File: src/rtl/add_share_arb.sv
// add_share_arb: round-robin arbiter that time-shares one 16-bit ripple-carry adder
// between N_REQ requesters, one grant/compute/response sequence at a time.
module full_adder_16b (
   input  logic [15:0] i_a,
   input  logic [15:0] i_b,
   input  logic        i_cin,
   output logic [15:0] o_sum,
   output logic        o_cout
);
   logic [16:0] w_c;
   assign w_c[0] = i_cin;
   for (genvar i = 0; i < 16; i++) begin : g_bit
      assign o_sum[i]   = i_a[i] ^ i_b[i] ^ w_c[i];
      assign w_c[i + 1] = (i_a[i] & i_b[i]) | (w_c[i] & (i_a[i] ^ i_b[i]));
   end
   assign o_cout = w_c[16];
endmodule

module add_share_arb #(
   parameter int N_REQ = 4,
   parameter int ID_W  = 2
) (
   input  logic                  clk,
   input  logic                  rst,
   input  logic [N_REQ-1:0]      req_valid,
   input  logic [16*N_REQ-1:0]   req_a,
   input  logic [16*N_REQ-1:0]   req_b,
   output logic [N_REQ-1:0]      req_ready,
   output logic                  rsp_valid,
   input  logic                  rsp_ready,
   output logic [ID_W-1:0]       rsp_id,
   output logic [15:0]           rsp_sum,
   output logic                  rsp_carry,
   output logic                  busy
);
   typedef enum logic [1:0] {IDLE, CALC, RESP} state_t;
   state_t            r_state, w_next;
   logic [15:0]       r_op_a, r_op_b, w_sum;
   logic [ID_W-1:0]   r_id, r_last, w_win, w_idx;
   logic              w_any, w_cout, w_grant;
   logic [15:0]       w_a [N_REQ];
   logic [15:0]       w_b [N_REQ];
   for (genvar i = 0; i < N_REQ; i++) begin : g_lane
      assign w_a[i] = req_a[16*i +: 16];
      assign w_b[i] = req_b[16*i +: 16];
   end
   // Scan downward in distance so the requester closest after r_last is the final assignment
   always_comb begin
      w_any = 1'b0;
      w_win = '0;
      w_idx = '0;
      for (int k = N_REQ; k >= 1; k--) begin
         w_idx = ID_W'((int'(r_last) + k) % N_REQ);
         if (req_valid[w_idx]) begin
            w_any = 1'b1;
            w_win = w_idx;
         end
      end
   end
   assign w_grant = (r_state == IDLE) && w_any;
   full_adder_16b u_add (
      .i_a    (r_op_a),
      .i_b    (r_op_b),
      .i_cin  (1'b0),
      .o_sum  (w_sum),
      .o_cout (w_cout)
   );
   always_ff @(posedge clk)
      if (rst) r_state <= IDLE;
      else     r_state <= w_next;
   always_comb
      w_next = (r_state == IDLE) ? (w_any ? CALC : IDLE) :
               (r_state == CALC) ? RESP :
               (rsp_ready ? IDLE : RESP);
   always_comb begin
      req_ready = (w_grant && !rst) ? (N_REQ'(1) << w_win) : '0;
      busy      = r_state != IDLE;
   end
   always_ff @(posedge clk)
      if (rst) begin
         r_op_a    <= '0;
         r_op_b    <= '0;
         r_id      <= '0;
         r_last    <= ID_W'(N_REQ - 1);
         rsp_valid <= 1'b0;
         rsp_id    <= '0;
         rsp_sum   <= '0;
         rsp_carry <= 1'b0;
      end else begin
         if (w_grant) begin
            r_op_a <= w_a[w_win];
            r_op_b <= w_b[w_win];
            r_id   <= w_win;
            r_last <= w_win;
         end
         if (r_state == CALC) begin
            rsp_sum   <= w_sum;
            rsp_carry <= w_cout;
            rsp_id    <= r_id;
            rsp_valid <= 1'b1;
         end
         if (r_state == RESP && rsp_ready) rsp_valid <= 1'b0;
      end
endmodule

File: config.mk
export PLATFORM = sky130hd
export DESIGN_NAME = add_share_arb
export DESIGN_NICKNAME = d
export VERILOG_FILES = /design/src/rtl/add_share_arb.sv
export SDC_FILE = /design/constraint.sdc
export NUM_CORES = 1
export LEC_CHECK = 0
export ABC_AREA = 1
export CORE_UTILIZATION = 44
export CTS_CLUSTER_SIZE = 25
export DETAILED_ROUTE_END_ITERATION = 10
export PLACE_DENSITY = 0.82
export SLEW_MARGIN = 10
export SYNTH_ARGS = -nofsm -noshare
export SYNTH_HDL_FRONTEND = slang
export SYNTH_HIERARCHICAL = 1
export SYNTH_SLANG_ARGS = --single-unit
File: constraint.sdc
create_clock -name clk -period 7.8 [get_ports clk]
set_input_delay 1.56 -clock clk [delete_from_list [all_inputs] [get_ports clk]]
set_output_delay 1.56 -clock clk [all_outputs]
set_load 0.005 [all_outputs]
After elaboration in Yosys (flattened, before gate mapping). Cells that the tools add are included.

Register bits: 58. Input port bits: 135. Output and inout bits: 25. Word-level logic and storage cells: 133.

Add/subtract/negate cells: 4. Order comparisons: 5. Eq/ne operators: 2. Shift operators: 1. Muxes and demuxes: 27. Bitwise logic cells: 78. Reductions and logical operators: 7.

Operators with widths (number): $bmux 16 s2 (2); $mux 16 (4); $and 1x1->1 (31); $xor 1x1->1 (31); $or 1x1->1 (15); $mux 2 (7); $lt 2x3->1 const B (4); $mux 1 (9); $bmux 1 s2 (4); $add 2x1->2 const B (2); $add 2x2->2 const B (2); $mux 4 (1); $shl 1x2->4 const A (1); $ge 3x3->1 const B (1); $logic_and 1x1->1 (3); $not 2->3 (1); $eq 2x1->1 const B (1); $eq 2x2->1 const B (1); $logic_not 2->1 (1); $reduce_bool 2->1 (1); $reduce_or 2->1 (1); $logic_not 1->1 (1).

Logic depth before layout (Yosys ltp). Gate-level depths: netlist of run 1.

Depth after elaboration: 31. Gate-level depth with buffers: 22. Gate-level depth less buffers: 22.

Cells and area by module. Netlist of run 1, hierarchy kept.

Modules (own cells, without submodules): add_share_arb (instances 1, cells an instance 589, area an instance 3554.7 µm², sequential area each 1161.1 µm²); full_adder_16b (instances 1, cells an instance 26, area an instance 357.8 µm², sequential area each 0.0 µm²).

Worst setup path after synthesis of run 1. No wires, ideal clock.

Path kind: reg-to-reg. Start: register r_op_a[0]. End: register rsp_sum[15]. Library setup time: 0.064 ns. Arrival time: 6.496 ns. Data required time: 7.736 ns. Slack: 1.239 ns. Cell stages (with the launch flop): 23. Path buffers: 0. Period minus slack after synthesis: 6.561 ns. Path through: dfxtp_1 -> fa_1 -> inv_1 -> fa_1 -> inv_1 -> fa_1 -> fa_1 -> fa_1 -> fa_1 -> fa_1 -> fa_1 -> fa_1 -> fa_1 -> fa_1 -> fa_1 -> fa_1 -> fa_1 -> fa_1 -> inv_1 -> fa_1 -> inv_1 -> nor2_1 -> nor2_1.

Longest elaborated chain between the ends: 30.

RTL lines: start: declaration (RTL line 38) `logic [15:0] r_op_a, r_op_b, w_sum;`; start signal: assignment (RTL line 91) `r_op_a <= w_a[w_win];`; $and 1x1->1 (2 in series) (RTL line 14) `assign w_c[i + 1] = (i_a[i] & i_b[i]) | (w_c[i] & (i_a[i] ^ i_b[i]));`; $or 1x1->1 (RTL line 14); $and 1x1->1 (RTL line 14); $or 1x1->1 (RTL line 14); $and 1x1->1 (RTL line 14); $or 1x1->1 (RTL line 14); $and 1x1->1 (RTL line 14); $or 1x1->1 (RTL line 14); [14 not listed]; $and 1x1->1 (RTL line 14); $or 1x1->1 (RTL line 14); $and 1x1->1 (RTL line 14); $or 1x1->1 (RTL line 14); $and 1x1->1 (RTL line 14); $or 1x1->1 (RTL line 14); $xor 1x1->1 (RTL line 13) `assign o_sum[i] = i_a[i] ^ i_b[i] ^ w_c[i];`; named net w_sum[15] (RTL line 38); end signal: assignment (RTL line 97) `rsp_sum <= w_sum;`; end: declaration (RTL line 32) `output logic [15:0] rsp_sum,`.

The timed path passes the listed nets, and every way through them passes these cells. A chain may end at the register's enable or synchronous reset.

Worst setup path in the final report of run 1. Ends and elaborated chain as after synthesis.

==> impl_metrics.json, run 1 <==
{
  "nNetsFinal": 896,
  "startpoint": "r_op_a[0]$_SDFFE_PP0P_",
  "layout_setup_ws_ns": 0.894,
  "start_kind": "flop",
  "worst_r2r_endpoint": "rsp_sum[15]$_SDFFE_PP0P_",
  "wl_mm": 11.1,
  "grt.overflow.total": 0,
  "grt_max_degree": 101,
  "synth_warnings": 6,
  "yosysSeqAreaShare_pct": 29.7,
  "r2r-start": "r_op_a[0]$_SDFFE_PP0P_",
  "hold_viol": 0,
  "crit_type": "flop to flop",
  "portBuffers": 159,
  "rows": 34,
  "cts-buffers-inserted": 9,
  "synth_area_sq_um": 3910,
  "yosys_register_bits": 58,
  "outcome": "completed",
  "cts_tree": "yes",
  "syn_to_final_growth_pct": 42.7,
  "final_cell_area_sq_um": 5580,
  "slew_viol_final": 0,
  "post_cts_buffers": 0,
  "yosys_most_used_dff": "dfxtp_1",
  "rsz0062_at_grt": "false",
  "setup-tns-final_ns": 0,
  "hpwl_mm": 8.25,
  "postRouteAntennaNets": 0,
  "remaining_drc_errors": 0,
  "synth_fp_nets": 766,
  "first_global_vias": 3951,
  "h-tree-depth": 3,
  "die_h_microns": 96.3,
  "syn_avg_cell_area_sq_um": 6.36,
  "final_common_cell": "nor2_1",
  "yosys.area.top_type": "dfxtp_1",
  "synth_area_leaders": "dfxtp_1 30%, nor2_1 17%, nand2_1 9.8%",
  "grt.total_usage_pct": 24.7,
  "ios": 160,
  "viasPerCell": 5.13,
  "firstDrtPassIters": 5,
  "fin_crit_sh_pct": 88.5,
  "place_congestion": 0.865,
  "cp_max_fo": 2,
  "synth_edf_count": 0,
  "cap_violations": 0,
  "max_freq_mhz": 145,
  "peakVddDrop_mv": 0.219,
  "final_cell_mix": "172 x nor2_1, 159 x clkdlybuf4s50_1, 102 x nand2_1",
  "cts_root_buffer": "clkbuf_8",
  "rrSetupSlack_ns": 0.89,
  "powerDensity_nw_per_um2": 398,
  "synth_cells": 615,
  "clk_latency_ns": 0.34,
  "final_core_util_pct": 64.3,
  "postSynth.asyncResetShare_pct": 0,
  "hp-class": "flop to flop",
  "place_area_sq_um": 5390,
  "cts_resized": 0,
  "core_area_sq_um": 8680,
  "total_leakage_power_nw": 2.55,
  "crit_end": "rsp_sum[15]$_SDFFE_PP0P_",
  "reg2reg_depth": 22,
  "holdWs_ns": 0.471,
  "antenna_found_initial": 0,
  "tightest_slew_ns": 0.961,
  "synth_cell_types": 24,
  "synth.top_cell.area_share_pct": 29.7,
  "timing.final.crit_period_ns": 6.91,
  "placedCellCount": 842,
  "required_ns": 8.08,
  "clkTransAtPathRegs_ns": 0.07,
  "cts_hold_buf": 0,
  "drive_gt1_share_pct": 3.61,
  "arrival_ns": 7.18,
  "clock_path_buffers": 2,
  "start_util_pct": 45.1,
  "setup_violations": 0,
  "chipWidth_microns": 96.3,
  "wl_per_cell_microns": 13.0,
  "antenna_cells": 0,
  "drtIter0Drc": 223,
  "stdcell_count": 856,
  "grt_pass1_wl_mm": 17.6,
  "cts.sinks": 58,
  "fin_skew_ns": 0.0120,
  "p_total_mw": 2.22,
  "dp_worst_setup_slack_ns": 0.926,
  "die_area_sq_um": 9270,
  "crit_path_end_kind": "flop",
  "maxSlewHeadroom_pct": 35.7,
  "num_vias": 4395
}
[worst max-delay path, stage by stage, from the launching register on]
cell     delay [ns]
dfxtp_1        0.33
fa_1           0.42
inv_1          0.07
fa_1           0.15
inv_1          0.04
fa_1           0.38
fa_1           0.40
fa_1           0.39
fa_1           0.39
fa_1           0.40
fa_1           0.39
fa_1           0.39
fa_1           0.40
fa_1           0.40
fa_1           0.40
fa_1           0.43
fa_1           0.41
fa_1           0.37
inv_1          0.08
fa_1           0.40
inv_1          0.06
nor2_1         0.04
nor2_1         0.11
[area by class of cell]
| type | count | area, sq um |
|---|---|---|
| fill | 776 | 3100 |
| sequential | 58 | 1160 |
| inverter | 57 | 216 |
| multi-input combinational | 457 | 2260 |
| tap | 108 | 135 |
| clock buffer | 12 | 155 |
| timing repair buffer | 162 | 1610 |
| clock inverter | 2 | 37.5 |
[sequential cells by signal, summed over array words and instances (netlist names)]
| name | flops |
|---|---|
| r_op_a | 16 |
| r_op_b | 16 |
| rsp_sum | 16 |
| r_id | 2 |
| r_last | 2 |
| r_state | 2 |
| rsp_id | 2 |
| rsp_carry | 1 |
| rsp_valid | 1 |
[synth_stat cells (2+ instances only)]
cell type	count
nor2_1	172
nand2_1	102
nand3_1	66
dfxtp_1	58
inv_1	52
o21ai_0	52
nand4_1	33
buf_2	16
fa_1	16
clkbuf_1	11
buf_4	8
buf_6	8
a21oi_1	4
inv_2	4
nand2_2	2
nor3_2	2
o211ai_1	2
[per-layer routing]
| layer | track usage [%] | wire length [microns] | up-vias |
|---|---|---|---|
| li1 | - | - | 2212 |
| met5 | 0 | 0 | - |
| met3 | 4.27 | 693 | 27 |
| met2 | 40.1 | 5280 | 180 |
| met4 | 11.3 | 321 | 0 |
| met1 | 31.9 | 4850 | 1976 |
[power by group]
part	internal, mW	total [mW]	switching, mW
Combinational	0.523	1.45	0.929
Clock	0.161	0.275	0.113
Sequential	0.413	0.494	0.0815
[kinds of logic (layout without fill, tap and decap cells)]
kind of cell             Yosys count  count (layout)  share of synthesized area (%)
adder cells (fa/ha/maj)           16              16                           8.19
flip-flops                        58              58                           29.7
buffers and inverters            100             233                           12.5
AO/OA/AOI/OAI                     59              59                           7.67
AND/OR/NAND/NOR                  381             381                           41.9
other                              1               1                         0.0958
[worst min path at each step]
stage	end	slack, ns	start	depth (start not counted)
final	r_id[1]$_SDFFE_PP0P_	0.47	r_id[1]$_SDFFE_PP0P_	2
after global routing	r_id[1]$_SDFFE_PP0P_	0.49	r_id[1]$_SDFFE_PP0P_	2
after CTS	r_id[1]$_SDFFE_PP0P_	0.47	r_id[1]$_SDFFE_PP0P_	2
after detailed placement	r_id[1]$_SDFFE_PP0P_	0.46	r_id[1]$_SDFFE_PP0P_	2
after global placement	r_id[1]$_SDFFE_PP0P_	0.46	r_id[1]$_SDFFE_PP0P_	2
after floorplan	r_id[0]$_SDFFE_PP0P_	0.44	r_id[0]$_SDFFE_PP0P_	2
No activity file was read; power rests on OpenSTA's default activity.
==> inputs of run 2 (changes only) <==
CORE_ASPECT_RATIO = 1.75   (was not set)
==> impl_metrics.json, run 2 (synthesized netlist as in run 1, its figures left out) <==
{
  "peakVddDrop_mv": 0.328,
  "clk_latency_ns": 0.32,
  "antenna_cells": 0,
  "syn_to_final_growth_pct": 46.0,
  "cp_slowest_stage_delay_ns": 0.41,
  "cts-buffers-inserted": 9,
  "holdWs_ns": 0.488,
  "min_from": "r_id[0]$_SDFFE_PP0P_",
  "drtIter0Drc": 293,
  "num_vias": 4323,
  "remaining_drc_errors": 0,
  "grt.total_usage_pct": 25.9,
  "die_h_microns": 127,
  "reg_top3": "r_op_a x16, r_op_b x16, rsp_sum x16",
  "die_area_sq_um": 9290,
  "crit_slowest_cell": "fa_1",
  "setup_violations": 0,
  "hold_viol": 0,
  "start_kind": "flop",
  "clock_path_buffers": 2,
  "slew_viol_final": 0,
  "cts_tree": "yes",
  "cp_max_fo": 2,
  "wl_per_cell_microns": 13.4,
  "crit_type": "flop to flop",
  "firstDrtPassIters": 5,
  "rrSetupSlack_ns": 0.93,
  "maxSlewHeadroom_pct": 33.4,
  "start_util_pct": 45.1,
  "worstHoldPathCells": 2,
  "first_global_vias": 4053,
  "arrival_ns": 7.12,
  "crit_path_end_kind": "flop",
  "h-tree-depth": 3,
  "place_area_sq_um": 5410,
  "chipWidth_microns": 73.3,
  "holdPathEnd": "r_id[0]$_SDFFE_PP0P_",
  "cts_hold_buf": 0,
  "outcome": "completed",
  "fin_skew_ns": 0.00684,
  "fillCellCount": 815,
  "rows": 45,
  "seqCellArea_sq_um": 1160,
  "wl_mm": 11.7,
  "drive_gt1_share_pct": 4.13,
  "total_leakage_power_nw": 2.60,
  "path_cells": "fa_1 > inv_1 > fa_1 > inv_1 > fa_1 > fa_1 > fa_1 > fa_1 > fa_1 > fa_1 > fa_1 > fa_1 > fa_1 > fa_1 > fa_1 > fa_1 > fa_1 > inv_1 > fa_1 > inv_1 > nor2_1 > nor2_1",
  "hp-class": "flop to flop",
  "viasPerCell": 4.98,
  "reg2reg_depth": 22,
  "setup-tns-final_ns": 0,
  "cap_violations": 0,
  "nNetsFinal": 897,
  "timing.final.crit_period_ns": 6.87,
  "r2r-start": "r_op_a[0]$_SDFFE_PP0P_",
  "required_ns": 8.06,
  "antenna_found_initial": 0,
  "cpMostUsedCell": "fa_1",
  "final_cell_mix": "172 x nor2_1, 159 x clkdlybuf4s50_1, 102 x nand2_1",
  "cts_root_buffer": "clkbuf_16",
  "grt_max_degree": 101,
  "max_freq_mhz": 146,
  "place_congestion": 0.914,
  "post_cts_buffers": 0,
  "core_area_sq_um": 8670,
  "cts.sinks": 58,
  "grt_pass1_wl_mm": 18.5,
  "worst_r2r_endpoint": "rsp_sum[15]$_SDFFE_PP0P_",
  "grt.overflow.total": 0,
  "portBuffers": 159,
  "rsz0062_at_grt": "false",
  "powerDensity_nw_per_um2": 408,
  "cts_resized": 0,
  "postRouteAntennaNets": 0,
  "final_cell_area_sq_um": 5710,
  "final_common_cell": "nor2_1",
  "tightest_slew_ns": 0.995,
  "clkTransAtPathRegs_ns": 0.06,
  "multi_input_area_sq_um": 2260,
  "ios": 160,
  "fin_crit_sh_pct": 88.0,
  "hpwl_mm": 8.72
}
## run 2: cell types whose count changed in the layout (fill, tap and decap cells not counted), sizes merged
cell,delta
buf,+1
clkinvlp,+3
clkinv,+1
clkbuf,-3
inv,+1
## run 2: worst max path at each step
stage                           startpoint                  endpoint  slack (ns)  depth (start not counted)
floorplan           r_op_a[0]$_SDFFE_PP0P_  rsp_sum[15]$_SDFFE_PP0P_        1.24                         22
global placement    r_op_a[0]$_SDFFE_PP0P_  rsp_sum[15]$_SDFFE_PP0P_        1.06                         22
detailed placement  r_op_a[0]$_SDFFE_PP0P_  rsp_sum[15]$_SDFFE_PP0P_        0.99                         22
CTS                 r_op_a[0]$_SDFFE_PP0P_  rsp_sum[15]$_SDFFE_PP0P_        0.96                         22
global route        r_op_a[0]$_SDFFE_PP0P_  rsp_sum[15]$_SDFFE_PP0P_        0.71                         22
finish              r_op_a[0]$_SDFFE_PP0P_  rsp_sum[15]$_SDFFE_PP0P_        0.93                         22
## run 2: through the flow
| step | total power [mW] | util, % | cells | setup slack, ns |
|---|---|---|---|---|
| after floorplan | 1.63 | - | 615 | 1.24 |
| after global placement | 1.89 | 62.4 | 852 | 1.06 |
| after detailed placement | 1.93 | 62.4 | 852 | 0.995 |
| after CTS | 2.33 | 65.9 | 868 | 0.958 |
| after global routing | 2.54 | 65.9 | 868 | 0.706 |
| final | 2.33 | 65.9 | 868 | 0.932 |
## run 2: cell type report
cell class,count,area share [%]
inverter,57,3.79
multi-input combinational,457,39.6
clock inverter,7,1.36
tap,117,2.56
clock buffer,9,3.94
timing repair buffer,163,28.4
sequential,58,20.3
## run 2: metal layers
metal	share of wire, %	global-route usage, %	up-vias
met5	0	0	-
met4	2.4	9.11	0
met1	38	29.4	1931
met3	4.5	3.49	18
met2	55	47.8	158
li1	-	-	2216
## run 2: critical path: cells and delay by family (launching register included)
kind                       cells  cell delay, ns
buffers and inverters          4            0.25
and+or+nand+nor                2            0.15
DFF                            1            0.32
adders and majority gates     16            6.06
## run 2: where the power goes
| group | leakage, nW | total [mW] | switching, mW | internal [mW] |
|---|---|---|---|---|
| clock network | 0.134 | 0.386 | 0.138 | 0.248 |
| registers | 0.481 | 0.497 | 0.0839 | 0.413 |
| logic | 1.98 | 1.45 | 0.929 | 0.516 |
| total | 2.60 | 2.33 | 1.15 | 1.18 |
==> RTL edit 1 (config.mk and constraints of run 1) <==
The 3 states of `state_t` get a one-hot encoding in 3 bits.
--- a/src/rtl/add_share_arb.sv
+++ b/src/rtl/add_share_arb.sv
@@ -33,7 +33,7 @@
    output logic                  rsp_carry,
    output logic                  busy
 );
-   typedef enum logic [1:0] {IDLE, CALC, RESP} state_t;
+   typedef enum logic [2:0] {IDLE = 3'b001, CALC = 3'b010, RESP = 3'b100} state_t;
    state_t            r_state, w_next;
    logic [15:0]       r_op_a, r_op_b, w_sum;
    logic [ID_W-1:0]   r_id, r_last, w_win, w_idx;
Function: same outputs for any inputs over 4 cycles, from zero or initial values and one cycle with rst high; so few cycles prove little.
==> RTL edit 1 against run 1 <==
Combinational power down 8%; sequential cell count grew 1; synthesized area increased by 2.2%; cell count increased by 4.3%; power decreased by 4.2%; via count grew 0.14%; count of clock-buffer cells in the layout stayed put; setup slack worse by 0.053 ns; sequential power increased by 3%; final area grew 3.2%; routed wire length shrank 0.75%; die area grew 2.2%.
==> RTL edit 1: results (changes against run 1) <==
[global_routing]
first_global_vias=4043  ; was 3951
grt_pass1_wl_um=18400  ; was 17600 um
grt_max_degree=65  ; was 101
gr-usage-all-layers_pct=23.7  ; was 24.7%

[synthesis]
yosys.cell_types.count=25  ; was 24
synth_commonest_cells=nand2_1 (264), inv_1 (81), nand3_1 (76)  ; was nor2_1 (172), nand2_1 (102), nand3_1 (66)
yosys-top-cells-area=dfxtp_1 (30%), nand2_1 (25%), nand3_1 (9.5%)  ; was dfxtp_1 (30%), nor2_1 (17%), nand2_1 (9.8%)
ys_seq_area_share_pct=29.5  ; was 29.7%
synth_nets=795  ; was 766
syn_area_per_cell_um2=6.21  ; was 6.36 um2

[place]
dp_cells=877  ; was 842
place_ws_ns=0.878  ; was 0.926 ns
place_hpwl_um=8540  ; was 8250 um
routabilityCongestion=0.877  ; was 0.865
port_buffers=159  ; unchanged

[hold_path]
hold_path_end=rsp_id[0]  ; was r_id[1]
hold_start=rsp_id[0]  ; was r_id[1]

[routing]
totalWireLength_um=11100  ; about the same
post_drt_via_cell_ratio=4.93  ; was 5.13
avgRoutedWirePerCell_um=12.4  ; was 13.0 um
drtIter0Drc=276  ; was 223

[power_and_ir_drop]
p_sw_share_pct=49.4  ; was 50.6%
vdd_drop_max_uv=221  ; was 219 uV
leakage_nw=2.82  ; was 2.55 nW
p_clk_share_pct=13.0  ; was 12.4%
p_seq_share_pct=23.9  ; was 22.3%

[sta]
fmax_mhz=144  ; was 145 MHz
holdWs_ns=0.447  ; was 0.471 ns
clock_skew_ns=0.00602  ; was 0.0120 ns

[cells_and_area]
n_fill_cell=768  ; was 776
drive_above_1_share_pct=3.95  ; was 3.61%

[outcome]
outcome=completed  ; unchanged

[clock_tree]
numCtsBuffers=9  ; unchanged

[worst_setup_path]
ff2ff_setup_slack_ns=0.84  ; was 0.89 ns

-- RTL edit 1: area by class of cell --
type	instances	area, um2	area share (%)
clock buffers	12	155	2.69
clock inverters	4	48.8	0.847
inverters	84	320	5.56
well taps	108	135	2.35
multi-input cells	462	2290	39.8
repair buffers	164	1630	28.3
flip-flops and latches	59	1180	20.5
-- RTL edit 1: logic make-up (layout without fill, tap and decap cells) --
| family | after synthesis | count (layout) | share of synthesized area [%] |
|---|---|---|---|
| buffers and inverters | 123 | 264 | 13.4 |
| other | 1 | 1 | 0.0937 |
| adders and majority gates | 16 | 16 | 8.01 |
| AOI/OAI and AO/OA | 50 | 50 | 6.57 |
| and+or+nand+nor | 395 | 395 | 42.4 |
| DFF | 59 | 59 | 29.5 |
-- RTL edit 1: per-stage QoR --
step,utilization [%],total power (W),area [um2]
after global routing,65.7,0.00234,5760
after floorplan,-,0.00149,4000
after CTS,65.7,0.00213,5760
after detailed placement,63.4,0.00184,5560
final,65.7,0.00213,5760
after global placement,63.4,0.00181,5560
-- RTL edit 1: critical path, stage by stage, from the launching register on --
cell and delay [ns]:
dfxtp_1 0.33, fa_1 0.41, inv_1 0.07, fa_1 0.15, inv_1 0.04, fa_1 0.37, fa_1 0.39, fa_1 0.40
fa_1 0.39, fa_1 0.40, fa_1 0.40, fa_1 0.39, fa_1 0.42, fa_1 0.40, fa_1 0.40, fa_1 0.40
fa_1 0.39, fa_1 0.36, inv_1 0.08, fa_1 0.40, inv_1 0.05, o21ai_0 0.07, a21oi_1 0.15
-- RTL edit 1: routing by layer --
layer	share of wire, %	track usage (%)
met1	47	32.4
met4	2.2	8.71
met2	45	38.0
met5	0	0
met3	5.8	3.53
==> RTL edit 2 (settings of run 1) <==
Without the edit above. Set the parameter `N_REQ` to 2 (it was 4).
--- a/src/rtl/add_share_arb.sv
+++ b/src/rtl/add_share_arb.sv
@@ -17,7 +17,7 @@
 endmodule
 
 module add_share_arb #(
-   parameter int N_REQ = 4,
+   parameter int N_REQ = 2,
    parameter int ID_W  = 2
 ) (
    input  logic                  clk,
Interface: changed (resized req_a, req_b, req_ready and req_valid); port bits go from 160 to 92. The function was not compared with the original's and may differ.
==> RTL edit 2 against run 1 <==
Sequential share of layout area increased by 6.4 points; setup slack got worse by 0.24 ns; sequential cell count decreased by 3; cell count decreased by 28%; first-iteration DRC count decreased by 39%; routed wire length decreased by 38%; critical path depth unchanged; maximum frequency decreased by 3.3%; final area decreased by 27%; synthesized area decreased by 20%; highest routed layer unchanged; count of clock-buffer cells in the layout decreased by 6.
Power is not compared: it rests on default switching activity, and its combinational part moved more than twofold at a synthesized area within 25%.
==> RTL edit 2: results (changes against run 1) <==
[cells_and_area]
antennaDiodeCount=0  ; unchanged
nets=602  ; was 896
drive_above_1_share_pct=3.28  ; was 3.61%

[worst_setup_path]
r2r_start=r_op_a[0]  ; unchanged
ff2ff_setup_slack_ns=0.66  ; was 0.89 ns
cp_top_family=adder cells  ; unchanged
r2r_cells=22  ; unchanged
path_max_fanout=2  ; unchanged
rr_endpoint=rsp_sum[15]  ; unchanged
cp-start-kind=register  ; unchanged
crit_slowest_cell=fa_1  ; unchanged
cpPeakStageDelay_ns=0.48  ; was 0.43 ns
cp.arrival_ns=7.38  ; was 7.18 ns

[routing]
drc=0  ; unchanged
met3WireLength_um=185  ; was 693 um
first_pass_iters=4  ; was 5
totalWireLength_um=6940  ; was 11100 um
wirelength_met1_um=3260  ; was 4850 um
num_vias=2800  ; was 4395
highest_layer=met4  ; unchanged
drtIter0Drc=137  ; was 223
post_drt_via_cell_ratio=4.56  ; was 5.13
met2WireLength_um=3410  ; was 5280 um

[clock_tree]
cts_buffer_depth=2  ; unchanged
postCtsResizedCells=0  ; unchanged
clock_latency_ns=0.30  ; was 0.34 ns
numCtsBuffers=5  ; was 9
cts_setup_buffers=0  ; unchanged
htreeDepth=2  ; was 3
clk_pin_slew_ns=0.09  ; was 0.07 ns

[global_routing]
gr-usage-all-layers_pct=19.5  ; was 24.7%
grt_max_degree=68  ; was 101
first_global_vias=2602  ; was 3951
grt_pass1_wl_um=11500  ; was 17600 um

[place]
port_buffers=90  ; was 159
place_hpwl_um=5200  ; was 8250 um
dp_cells=606  ; was 842
place_area_mm2=0.00397  ; was 0.00539 mm2
routabilityCongestion=0.854  ; was 0.865

[synthesis]
yosys.cell_types.count=23  ; was 24
synth_cells=445  ; was 615
synth_commonest_cells=nor2_1 (105), nand2_1 (101), dfxtp_1 (55)  ; was nor2_1 (172), nand2_1 (102), nand3_1 (66)
async_flop_share_pct=0  ; unchanged
yosys-top-cells-area=dfxtp_1 (35%), nor2_1 (13%), nand2_1 (12%)  ; was dfxtp_1 (30%), nor2_1 (17%), nand2_1 (9.8%)
yosys_warnings=6  ; unchanged
ys_seq_area_share_pct=35.1  ; was 29.7%
synth-main-ff-cell=dfxtp_1  ; unchanged

[hold_path]
whs_path_depth=2  ; unchanged
hold_path_end=r_last[0]  ; was r_id[1]
hold_start=r_last[0]  ; was r_id[1]

[outcome]
outcome=completed  ; unchanged

[power_and_ir_drop]
leakage_nw=1.85
pg_comb_w=0.000231
combinationalPowerShare_pct=31.9
vdd_drop_max_uv=76.8
p_sw_share_pct=32.2

[sta]
worst_slew_pin_slew_ns=0.989  ; was 0.961 ns
clock_skew_ns=0.00605  ; was 0.0120 ns

[RTL edit 2: cell types whose count changed after synthesis, sizes merged, moves of 3 or more]
cell and delta:
a21oi -3, dfxtp -3, o21ai -32, nand2 -3, nand4 -33, nor2 -65, a21boi +32, nand3 -33
buf -8, clkbuf -7, inv -11
[RTL edit 2: worst max path at each step]
stage                        to  slack [ns]  cells past startpoint
finish              rsp_sum[15]        0.66                     22
detailed placement  rsp_sum[15]        0.70                     22
global route        rsp_sum[15]        0.39                     22
floorplan           rsp_sum[15]        1.01                     22
global placement    rsp_sum[15]        0.86                     22
CTS                 rsp_sum[15]        0.66                     22
[RTL edit 2: area by class of cell]
type                       instances  area (um2)
clock buffer                       6        72.6
sequential                        55        1100
timing repair buffer              92         911
multi-input combinational        317        1670
tap                               96         120
inverter                          46         173
clock inverter                     2        12.5
fill                             661        2780
[RTL edit 2: logic make-up (layout without fill, tap and decap cells)]
kind of cell    count (synthesis)  count (layout)  share of synthesized area [%]
compound gates                 54              54                           11.3
fa+ha+maj                      16              16                           10.2
buf+inv                        74             146                           12.0
flops                          55              55                           35.1
other cells                     1               2                          0.120
simple gates                  245             245                           31.3
[RTL edit 2: routing by layer]
layer	vias to the layer above	global-route usage (%)
li1	1503	-
met1	1238	25.6
met2	53	33.5
met3	6	2.29
met4	0	6.36
met5	-	0
[RTL edit 2: metrics by stage]
stage	utilization, %	setup WS, ns	hold WS, ns
global route	59.4	0.393	0.502
floorplan	-	1.01	0.429
CTS	59.4	0.664	0.472
finish	59.4	0.656	0.477
detailed placement	58.1	0.696	0.453
global placement	58.1	0.863	0.440
[RTL edit 2: worst reg2reg max path: cells and delay by family (launching register included)]
family	cells	cell delay, ns
adders and majority gates	16	6.31
DFF	1	0.34
buffers and inverters	4	0.29
and+or+nand+nor	2	0.14
